`config.mk`:
```
export PLATFORM = sky130hd
export DESIGN_NAME = mioc_flop_seq
export DESIGN_NICKNAME = d
export VERILOG_FILES = /design/src/rtl/mioc_pkg.sv /design/src/rtl/mioc_seq_timer.sv /design/src/rtl/mioc_flop_seq.sv
export SDC_FILE = /design/constraint.sdc
export NUM_CORES = 1
export LEC_CHECK = 0
export CAP_MARGIN = 40
export CORE_MARGIN = 2
export CORE_UTILIZATION = 45
export DETAILED_ROUTE_END_ITERATION = 12
export PLACE_DENSITY_LB_ADDON = 0.15
export SKIP_LAST_GASP = 1
export SYNTH_ARGS = -nofsm -noshare
export SYNTH_HDL_FRONTEND = slang
export SYNTH_SLANG_ARGS = --single-unit
```
`constraint.sdc`:
```
create_clock -name clk -period 2.4 [get_ports clk]
set_clock_uncertainty 0.1 [all_clocks]
set_input_delay 0.36 -clock clk [delete_from_list [all_inputs] [get_ports clk]]
set_output_delay 0.36 -clock clk [all_outputs]
set_load 0.005 [all_outputs]
```
`src/rtl/mioc_pkg.sv`:
```
// Shared definitions for the MIOC flop-bank sequencer: op codes, FSM states,
// pin idle levels and a small sizing helper.
package mioc_pkg;

  typedef enum logic [1:0] {
    OP_LOAD  = 2'b00,
    OP_CLEAR = 2'b01,
    OP_SET   = 2'b10,
    OP_READ  = 2'b11
  } op_e;

  typedef enum logic [2:0] {
    IDLE,
    SETUP,
    PULSE,
    HOLD,
    SAMPLE,
    RESP
  } state_e;

  localparam logic CLK_IDLE = 1'b1;
  localparam logic RST_IDLE = 1'b0;
  localparam logic SET_IDLE = 1'b0;

  function automatic int max3(input int a, input int b, input int c);
    int m;
    m = (a > b) ? a : b;
    return (m > c) ? m : c;
  endfunction

endpackage

```
`src/rtl/mioc_seq_timer.sv`:
```
// Loadable down-counter that times each sequencer phase; done is high once
// the loaded number of cycles has elapsed.
module mioc_seq_timer #(
  parameter int CNT_W = 2
) (
  input  logic             clk,
  input  logic             rst_n,
  input  logic             load,
  input  logic [CNT_W-1:0] load_val,
  output logic             done
);

  logic [CNT_W-1:0] cnt;

  // Loading N-1 makes done rise after exactly N cycles in the phase.
  always_ff @(posedge clk or negedge rst_n) begin
    if (!rst_n) begin
      cnt <= '0;
    end else if (load) begin
      cnt <= load_val - CNT_W'(1);
    end else if (cnt != '0) begin
      cnt <= cnt - CNT_W'(1);
    end
  end

  assign done = (cnt == '0);

endmodule

```
`src/rtl/mioc_flop_seq.sv`:
```
// Sequencer that drives the MIOC open-drain flop bank pins and reads back q.
// Optional build macro MIOC_SEQ_VERIFY_EN adds a post-write readback check.
module mioc_flop_seq
  import mioc_pkg::*;
#(
  parameter int WIDTH     = 8,
  parameter int SETUP_CYC = 2,
  parameter int PULSE_CYC = 2,
  parameter int HOLD_CYC  = 1
) (
  input  logic             clk,
  input  logic             rst_n,
  input  logic             cmd_valid,
  output logic             cmd_ready,
  input  logic [1:0]       cmd_op,
  input  logic [WIDTH-1:0] cmd_mask,
  input  logic [WIDTH-1:0] cmd_data,
  output logic [WIDTH-1:0] fl_rst,
  output logic [WIDTH-1:0] fl_clk,
  output logic [WIDTH-1:0] fl_d,
  output logic [WIDTH-1:0] fl_set,
  input  logic [WIDTH-1:0] fl_q,
  output logic             rsp_valid,
  input  logic             rsp_ready,
  output logic [WIDTH-1:0] rsp_data,
  output logic             rsp_err
);

  localparam int MAXC  = max3(SETUP_CYC, PULSE_CYC, HOLD_CYC);
  localparam int CNT_W = $clog2(MAXC + 1);

  state_e           state;
  op_e              op_q;
  logic [WIDTH-1:0] mask_q;
  logic             tmr_load;
  logic [CNT_W-1:0] tmr_val;
  logic             tmr_done;

`ifdef MIOC_SEQ_VERIFY_EN
  logic [WIDTH-1:0] data_q;

  function automatic logic [WIDTH-1:0] exp_val(input op_e op, input logic [WIDTH-1:0] d);
    case (op)
      OP_LOAD:  return d;
      OP_CLEAR: return '0;
      default:  return '1;
    endcase
  endfunction
`endif

  mioc_seq_timer #(.CNT_W(CNT_W)) u_timer (
    .clk      (clk),
    .rst_n    (rst_n),
    .load     (tmr_load),
    .load_val (tmr_val),
    .done     (tmr_done)
  );

  // Timer is reloaded on the same edge that changes phase.
  always_comb begin
    tmr_load = 1'b0;
    tmr_val  = CNT_W'(SETUP_CYC);
    case (state)
      IDLE:  tmr_load = cmd_valid && cmd_ready;
      SETUP: if (tmr_done && op_q != OP_READ) begin
        tmr_load = 1'b1;
        tmr_val  = CNT_W'(PULSE_CYC);
      end
      PULSE: if (tmr_done) begin
        tmr_load = 1'b1;
        tmr_val  = CNT_W'(HOLD_CYC);
      end
      default: ;
    endcase
  end

  // Command fields are data only; they are qualified by the FSM state.
  always_ff @(posedge clk) begin
    if (cmd_valid && cmd_ready) begin
      op_q   <= op_e'(cmd_op);
      mask_q <= cmd_mask;
`ifdef MIOC_SEQ_VERIFY_EN
      data_q <= cmd_data;
`endif
    end
  end

  always_ff @(posedge clk or negedge rst_n) begin
    if (!rst_n) begin
      state     <= IDLE;
      cmd_ready <= 1'b1;
      fl_clk    <= {WIDTH{CLK_IDLE}};
      fl_rst    <= {WIDTH{RST_IDLE}};
      fl_set    <= {WIDTH{SET_IDLE}};
      fl_d      <= '0;
      rsp_valid <= 1'b0;
      rsp_data  <= '0;
`ifdef MIOC_SEQ_VERIFY_EN
      rsp_err   <= 1'b0;
`endif
    end else begin
      case (state)
        IDLE: if (cmd_valid && cmd_ready) begin
          state     <= SETUP;
          cmd_ready <= 1'b0;
          if (op_e'(cmd_op) == OP_LOAD) fl_d <= cmd_data;
        end
        SETUP: if (tmr_done) begin
          if (op_q == OP_READ) begin
            state <= SAMPLE;
          end else begin
            state <= PULSE;
            // Only masked bits leave their idle level.
            case (op_q)
              OP_LOAD:  fl_clk <= {WIDTH{CLK_IDLE}} ^ mask_q;
              OP_CLEAR: fl_rst <= mask_q;
              OP_SET:   fl_set <= mask_q;
              default:  ;
            endcase
          end
        end
        PULSE: if (tmr_done) begin
          state  <= HOLD;
          fl_clk <= {WIDTH{CLK_IDLE}};
          fl_rst <= {WIDTH{RST_IDLE}};
          fl_set <= {WIDTH{SET_IDLE}};
        end
        HOLD: if (tmr_done) begin
`ifdef MIOC_SEQ_VERIFY_EN
          state <= SAMPLE;
`else
          state <= RESP;
`endif
        end
        SAMPLE: begin
          state    <= RESP;
          rsp_data <= fl_q;
`ifdef MIOC_SEQ_VERIFY_EN
          rsp_err  <= (op_q != OP_READ) && (|((fl_q ^ exp_val(op_q, data_q)) & mask_q));
`endif
        end
        RESP: begin
          if (!rsp_valid) begin
            rsp_valid <= 1'b1;
          end else if (rsp_ready) begin
            state     <= IDLE;
            cmd_ready <= 1'b1;
            rsp_valid <= 1'b0;
            rsp_data  <= '0;
`ifdef MIOC_SEQ_VERIFY_EN
            rsp_err   <= 1'b0;
`endif
          end
        end
        default: state <= IDLE;
      endcase
    end
  end

`ifndef MIOC_SEQ_VERIFY_EN
  assign rsp_err = 1'b0;
`endif

endmodule

```
==> metrics.yaml, run 1 <==
slew_headroom_pct: 55.4
max_clock_freq_ghz: 0.496
die_area_um2: 5750
cts_made_buffers: 9
overflow: 0
powerDensity_nw_per_um2: 1360
critPathArrivalTime_ns: 2.11
syn_nets: 189
timing.final.crit_share_pct: 84.0
p_comb_share_pct: 44.2
p_seq_share_pct: 39.7
multi_input_area_um2: 785
cts_hold_buf: 0
regArea_um2: 1490
viasPerCell: 4.91
final_cells: 313
outcome: "completed"
hp-class: "input pin to asynchronous set/reset pin"
fill_cells: 375
grt_pass1_vias: 1648
tns_ns: 0
yosys_warnings: 0
layout_common_cells: "clkdlybuf4s50_1 (70), dfrtp_1 (38), mux2_2 (25)"
path_class: "register to register"
die_h_um: 75.9
peakVddDrop_uv: 645
seq_area_frac_synth_pct: 64.0
gp_congestion: 0.750
clock_power_share_pct: 16.1
antenna_found_initial: 0
synthDistinctLibCells: 34
ant_nets: 0
intPower_uw: 3070
tightest_slew_ns: 0.664
synth_seq_cells: 57
root_buffer: "clkbuf_8"
io_pins: 73
grt.total_usage_pct: 18.3
min_period_ns: 2.01
die_x_um: 75.9
slowest_stage: "dfrtp_1"
cp.required_ns: 2.50
core-area_um2: 5040
port-buffer-count: 71
path_clk_slew_ns: 0.06
grt_setup_unrepaired: "no"
slowest_delay_ns: 0.49
post-cts-setup-buffers: 0
worstSetupStartpointType: "register"
diodes: 0
start_util_pct: 46.1
post_drt_wl_per_cell_um: 14.9
drt_pass1_iterations: 4
dp_hpwl_um: 3460
drt_first_iter_violations: 101
placed_cells: 297
synthCells: 159
clock_latency_ns: 0.32
crit_chain: "or3_4 -> a211oi_4 -> mux2_2"
cts.sinks: 57
cts_htree_levels: 3
p_leak_uw: 0.00135
final_nets: 268
final_common_cell: "clkdlybuf4s50_1"
swShare_pct: 30.6
avgSynthCellArea_um2: 14.6
grt_max_degree: 48
critPathCaptureType: "register"
cts.repair.resized: 0
drv_slew: 0
cp_max_fo: 11
vias: 1538
drive_gt1_share_pct: 22.6
syn_to_final_growth_pct: 40.3
fin_area_um2: 3260
cap_violations: 0
num_rows: 26
power.switching_uw: 1350
placed_area_um2: 3100
cts.path.max_buffers: 2
cts_tree: "yes"
finalHoldViolCount: 0
drc_errors: 0
netlist_area_um2: 2320
grt_first_pass_wirelength_um: 7650
setup_violations: 0
wl_um: 4670
-- stage by stage --
step	worst slack, ns	hold WS [ns]	util, %	total power, uW
CTS	0.375	0.0458	64.6	4500
detailed placement	0.362	0.361	61.5	3770
global placement	0.456	0.353	61.5	3670
global route	0.282	0.0732	64.6	4750
finish	0.385	0.0321	64.6	4430
floorplan	0.525	-0.0356	-	2770
-- synth_stat cells, drive strengths merged --
master	n	area share (%)
a21oi	3	0.65
nand3	1	0.22
or2	1	0.27
a21o	1	0.32
nor2	5	0.81
a22o	9	3.4
or3b	1	0.38
mux2	25	12
a211oi	3	2.6
edfxtp	10	13
o21ai	1	0.22
and2	9	2.4
nand4	1	0.27
o21bai	1	0.32
dfrtp	38	41
inv	8	1.3
o22ai	1	0.27
buf	3	0.75
nand2b	3	0.81
a2bb2oi	1	0.38
clkbuf	1	0.16
nor2b	1	0.27
o32ai	1	0.38
nand2	4	0.65
or3	1	0.48
and3	2	0.54
dfstp	9	10
mux2i	10	4.3
nor3b	2	0.86
conb	1	0.16
nand3b	1	0.32
xnor2	1	0.38
-- power groups by stage --
stage	registers [uW]	logic (uW)	clock network [uW]
5_1_grt	1820	2150	782
3_3_place_gp	1750	1920	0
2_1_floorplan	1710	1060	0
3_5_place_dp	1780	1990	0
6_report	1760	1960	712
4_1_cts	1770	2000	735
-- cells by family (layout without fill, tap and decap cells) --
family                 after synthesis  in the layout  share of synthesized area [%]
AND/OR/NAND/NOR                     32             32                           8.29
buffers and inverters               12             96                           2.21
other                                1              1                          0.161
XOR/XNOR                             1              1                          0.377
flip-flops                          57             57                           64.0
AO/OA/AOI/OAI                       21             21                           8.51
multiplexers                        35             35                           16.4
-- flip-flops by register name (all words and copies together) (netlist names) --
register and cells:
mask_q 8, state 3, fl_d 8, rsp_data 8, u_timer.cnt 2, cmd_ready 1
op_q 2, fl_clk 8, rsp_valid 1, fl_set 8, fl_rst 8
-- worst max-delay path, delay by kind of cell (launching register included) --
family	cells	cell delay [ns]
AO/OA/AOI/OAI	1	0.42
flip-flops	1	0.49
multiplexers	1	0.40
AND/OR/NAND/NOR	1	0.48
-- final cells by class --
type / instances / share of cell area (%)
Clock buffer: 13 / 4.26
Clock inverter: 3 / 0.537
Inverter: 8 / 0.921
Multi-Input combinational cell: 90 / 24.1
Sequential cell: 57 / 45.6
Tap cell: 70 / 2.69
Timing Repair Buffer: 72 / 21.9
-- path summary, 6_finish.rpt --
check,startpoint,endpoint,slack (ns),cells past startpoint
setup / recovery,state[2],fl_set[0],0.39,3
hold / removal,rst_n,fl_rst[4],0.03,2
setup reg to reg,state[2],fl_set[0],0.39,3
hold reg to reg,fl_clk[0],fl_clk[0],0.37,2
max in group asynchronous,rst_n,rsp_data[1],1.77,2
min in group clk,fl_clk[0],fl_clk[0],0.37,2
-- layer usage --
metal / vias up / wire length (um) / global-route usage (%)
li1: 720 / - / -
met1: 773 / 1940 / 23.0
met2: 43 / 2480 / 30.2
met3: 2 / 241 / 4.76
met4: 0 / 12 / 7.60
met5: - / 0 / 0
Power figures use the tool's default switching activity.
==> run 2, diff against run 1 <==
Clock period 2.4 ns to 2.04 ns, I/O delays scaled along.
==> run 2 against run 1 <==
  * Wire length up 4.2%
  * Non-clock buffer count grew 6
  * Cell area is 2.6% higher
  * Flip-flop and latch count stayed put
  * Critical path depth unchanged
  * Power increased by 22%
  * Clock power up 33%
==> metrics.yaml, run 2 (same netlist as run 1, synthesis figures left out) <==
drc_errors: 0  # unchanged
slew_headroom_pct: 54.0  # was 55.4%
overflow: 0  # unchanged
outcome: "completed"  # unchanged
peakVddDrop_uv: 978  # was 645 uV
critPathCaptureType: "register"  # unchanged
cts.sinks: 57  # unchanged
grt.total_usage_pct: 18.8  # was 18.3%
start_util_pct: 46.1  # unchanged
wl_um: 4870  # was 4670 um
drv_slew: 0  # unchanged
cts.path.max_buffers: 2  # unchanged
min_period_ns: 1.90  # was 2.01 ns
setup_violations: 0  # unchanged
grt_pass1_vias: 1629  # was 1648
grt_setup_unrepaired: "no"  # unchanged
worstSetupStartpoint: "state[1]"  # was state[2]
vias: 1562  # was 1538
num_rows: 26  # unchanged
cts_tree: "yes"  # unchanged
critPathArrivalTime_ns: 2.00  # was 2.11 ns
final_nets: 274  # was 268
regToRegSetupSlack_ns: 0.14  # was 0.39 ns
placed_cells: 302  # was 297
gp_congestion: 0.789  # was 0.750
worstReg2RegEnd: "fl_set[1]"  # was fl_set[0]
cp.buffers_inverters: 0  # unchanged
hp-class: "register to register"  # was input pin to asynchronous set/reset pin
max_clock_freq_ghz: 0.527  # was 0.496 GHz
antenna_found_initial: 0  # unchanged
viasPerCell: 4.90  # was 4.91
cap_violations: 0  # unchanged
die_x_um: 75.9  # unchanged
fin_hold_ws_ns: 0.365  # was 0.0321 ns
timing.final.crit_share_pct: 93.0  # was 84.0%
worstSetupStartpointType: "register"  # unchanged
final_common_cell: "clkdlybuf4s50_1"  # unchanged
syn_to_final_growth_pct: 43.9  # was 40.3%
core-area_um2: 5040  # unchanged
p_leak_uw: 0.00140  # was 0.00135 uW
dp_hpwl_um: 3520  # was 3460 um
path_class: "register to register"  # unchanged
crit_end: "fl_set[1]"  # was fl_set[0]
slowest_delay_ns: 0.50  # was 0.49 ns
drive_gt1_share_pct: 24.1  # was 22.6%
drt_pass1_iterations: 4  # unchanged
grt_first_pass_wirelength_um: 7770  # was 7650 um
crit_chain: "xnor2_1 -> a211oi_4 -> mux2_2"  # was or3_4 -> a211oi_4 -> mux2_2
path_clk_slew_ns: 0.06  # about the same
slowest_stage: "a211oi_4"  # was dfrtp_1
tightest_slew_ns: 0.686  # was 0.664 ns
grt_max_degree: 25  # was 48
ant_nets: 0  # unchanged
post_drt_wl_per_cell_um: 15.3  # was 14.9 um
fill_cells: 379  # was 375
r2r-start: "state[1]"  # was state[2]
diodes: 0  # unchanged
drt_first_iter_violations: 79  # was 101
cts_htree_levels: 3  # unchanged
final_cells: 319  # was 313
io_pins: 73  # unchanged
critPathTopFamily: "compound AO/OA/AOI/OAI gates"  # was flip-flops
root_buffer: "clkbuf_8"  # unchanged
tns_ns: 0  # unchanged
die_area_um2: 5750  # unchanged
clock_latency_ns: 0.33  # was 0.32 ns
port-buffer-count: 71  # unchanged
finalHoldViolCount: 0  # unchanged
cts_made_buffers: 9  # unchanged
finalPower_uw: 5420  # was 4430 uW
cp_max_fo: 10  # was 11
cp.required_ns: 2.15  # was 2.50 ns
reg2regPathDepth: 3  # unchanged
layout_common_cells: "clkdlybuf4s50_1 (70), dfrtp_1 (38), mux2_2 (25)"  # unchanged
die_h_um: 75.9  # unchanged
powerDensity_nw_per_um2: 1620  # was 1360 nW/um^2
path_depth: 3  # unchanged
-- run 2: cell types whose count changed in the layout (fill, tap and decap cells not counted), sizes merged --
cell	before	now
clkinvlp	1	0
dlygate4sd3	0	1
clkbuf	13	16
buf	2	7
clkinv	2	0
-- run 2: timing repair --
action,in CTS,in global routing
endpoints found under the hold margin,22,0
hold buffers,1,0
gates resized for setup,0,0
buffers inserted,0,0
-- run 2: per-stage QoR --
stage                     area (um^2)  setup WS, ns  utilization (%)
final                            3340         0.143             66.3
after global routing             3340        0.0126             66.3
after CTS                        3340         0.117             66.3
after detailed placement         3150         0.126             62.5
after global placement           3150         0.190             62.5
after floorplan                  2320         0.165                -
-- run 2: final cells by class --
class                   instances  area (um^2)  area share [%]
flip-flops and latches         57         1490            44.5
multi-input cells              90          785            23.5
repair buffers                 78          773            23.1
clock buffers                  16          180            5.39
well taps                      70         87.6            2.62
inverters                       8         30.0           0.898
-- run 2: power breakdown --
group          internal (uW)  switching, uW
clock network            543            407
logic                   1510            923
registers               1730            305
-- run 2: worst min-delay path by stage --
stage	endpoint	depth (start not counted)	startpoint
floorplan	fl_d[0]	0	rst_n
global placement	rsp_data[5]	1	rst_n
detailed placement	rsp_data[6]	1	rst_n
CTS	fl_clk[6]	2	fl_clk[6]
global route	fl_clk[4]	2	fl_clk[4]
finish	fl_clk[7]	2	fl_clk[7]
-- run 2: per-layer routing --
| layer | wire, um | vias up | global-route usage, % | share of wire [%] |
|---|---|---|---|---|
| met1 | 2050 | 779 | 22.2 | 42 |
| met5 | 0 | - | 0 | 0 |
| met3 | 240 | 6 | 7.41 | 4.9 |
| li1 | - | 734 | - | - |
| met4 | 48 | 0 | 7.60 | 0.99 |
| met2 | 2520 | 43 | 30.8 | 52 |
-- run 2: worst min-delay path, stage by stage, from the launching register on --
cell and delay [ns]:
dfstp_2 0.37, inv_1 0.04, mux2i_1 0.05
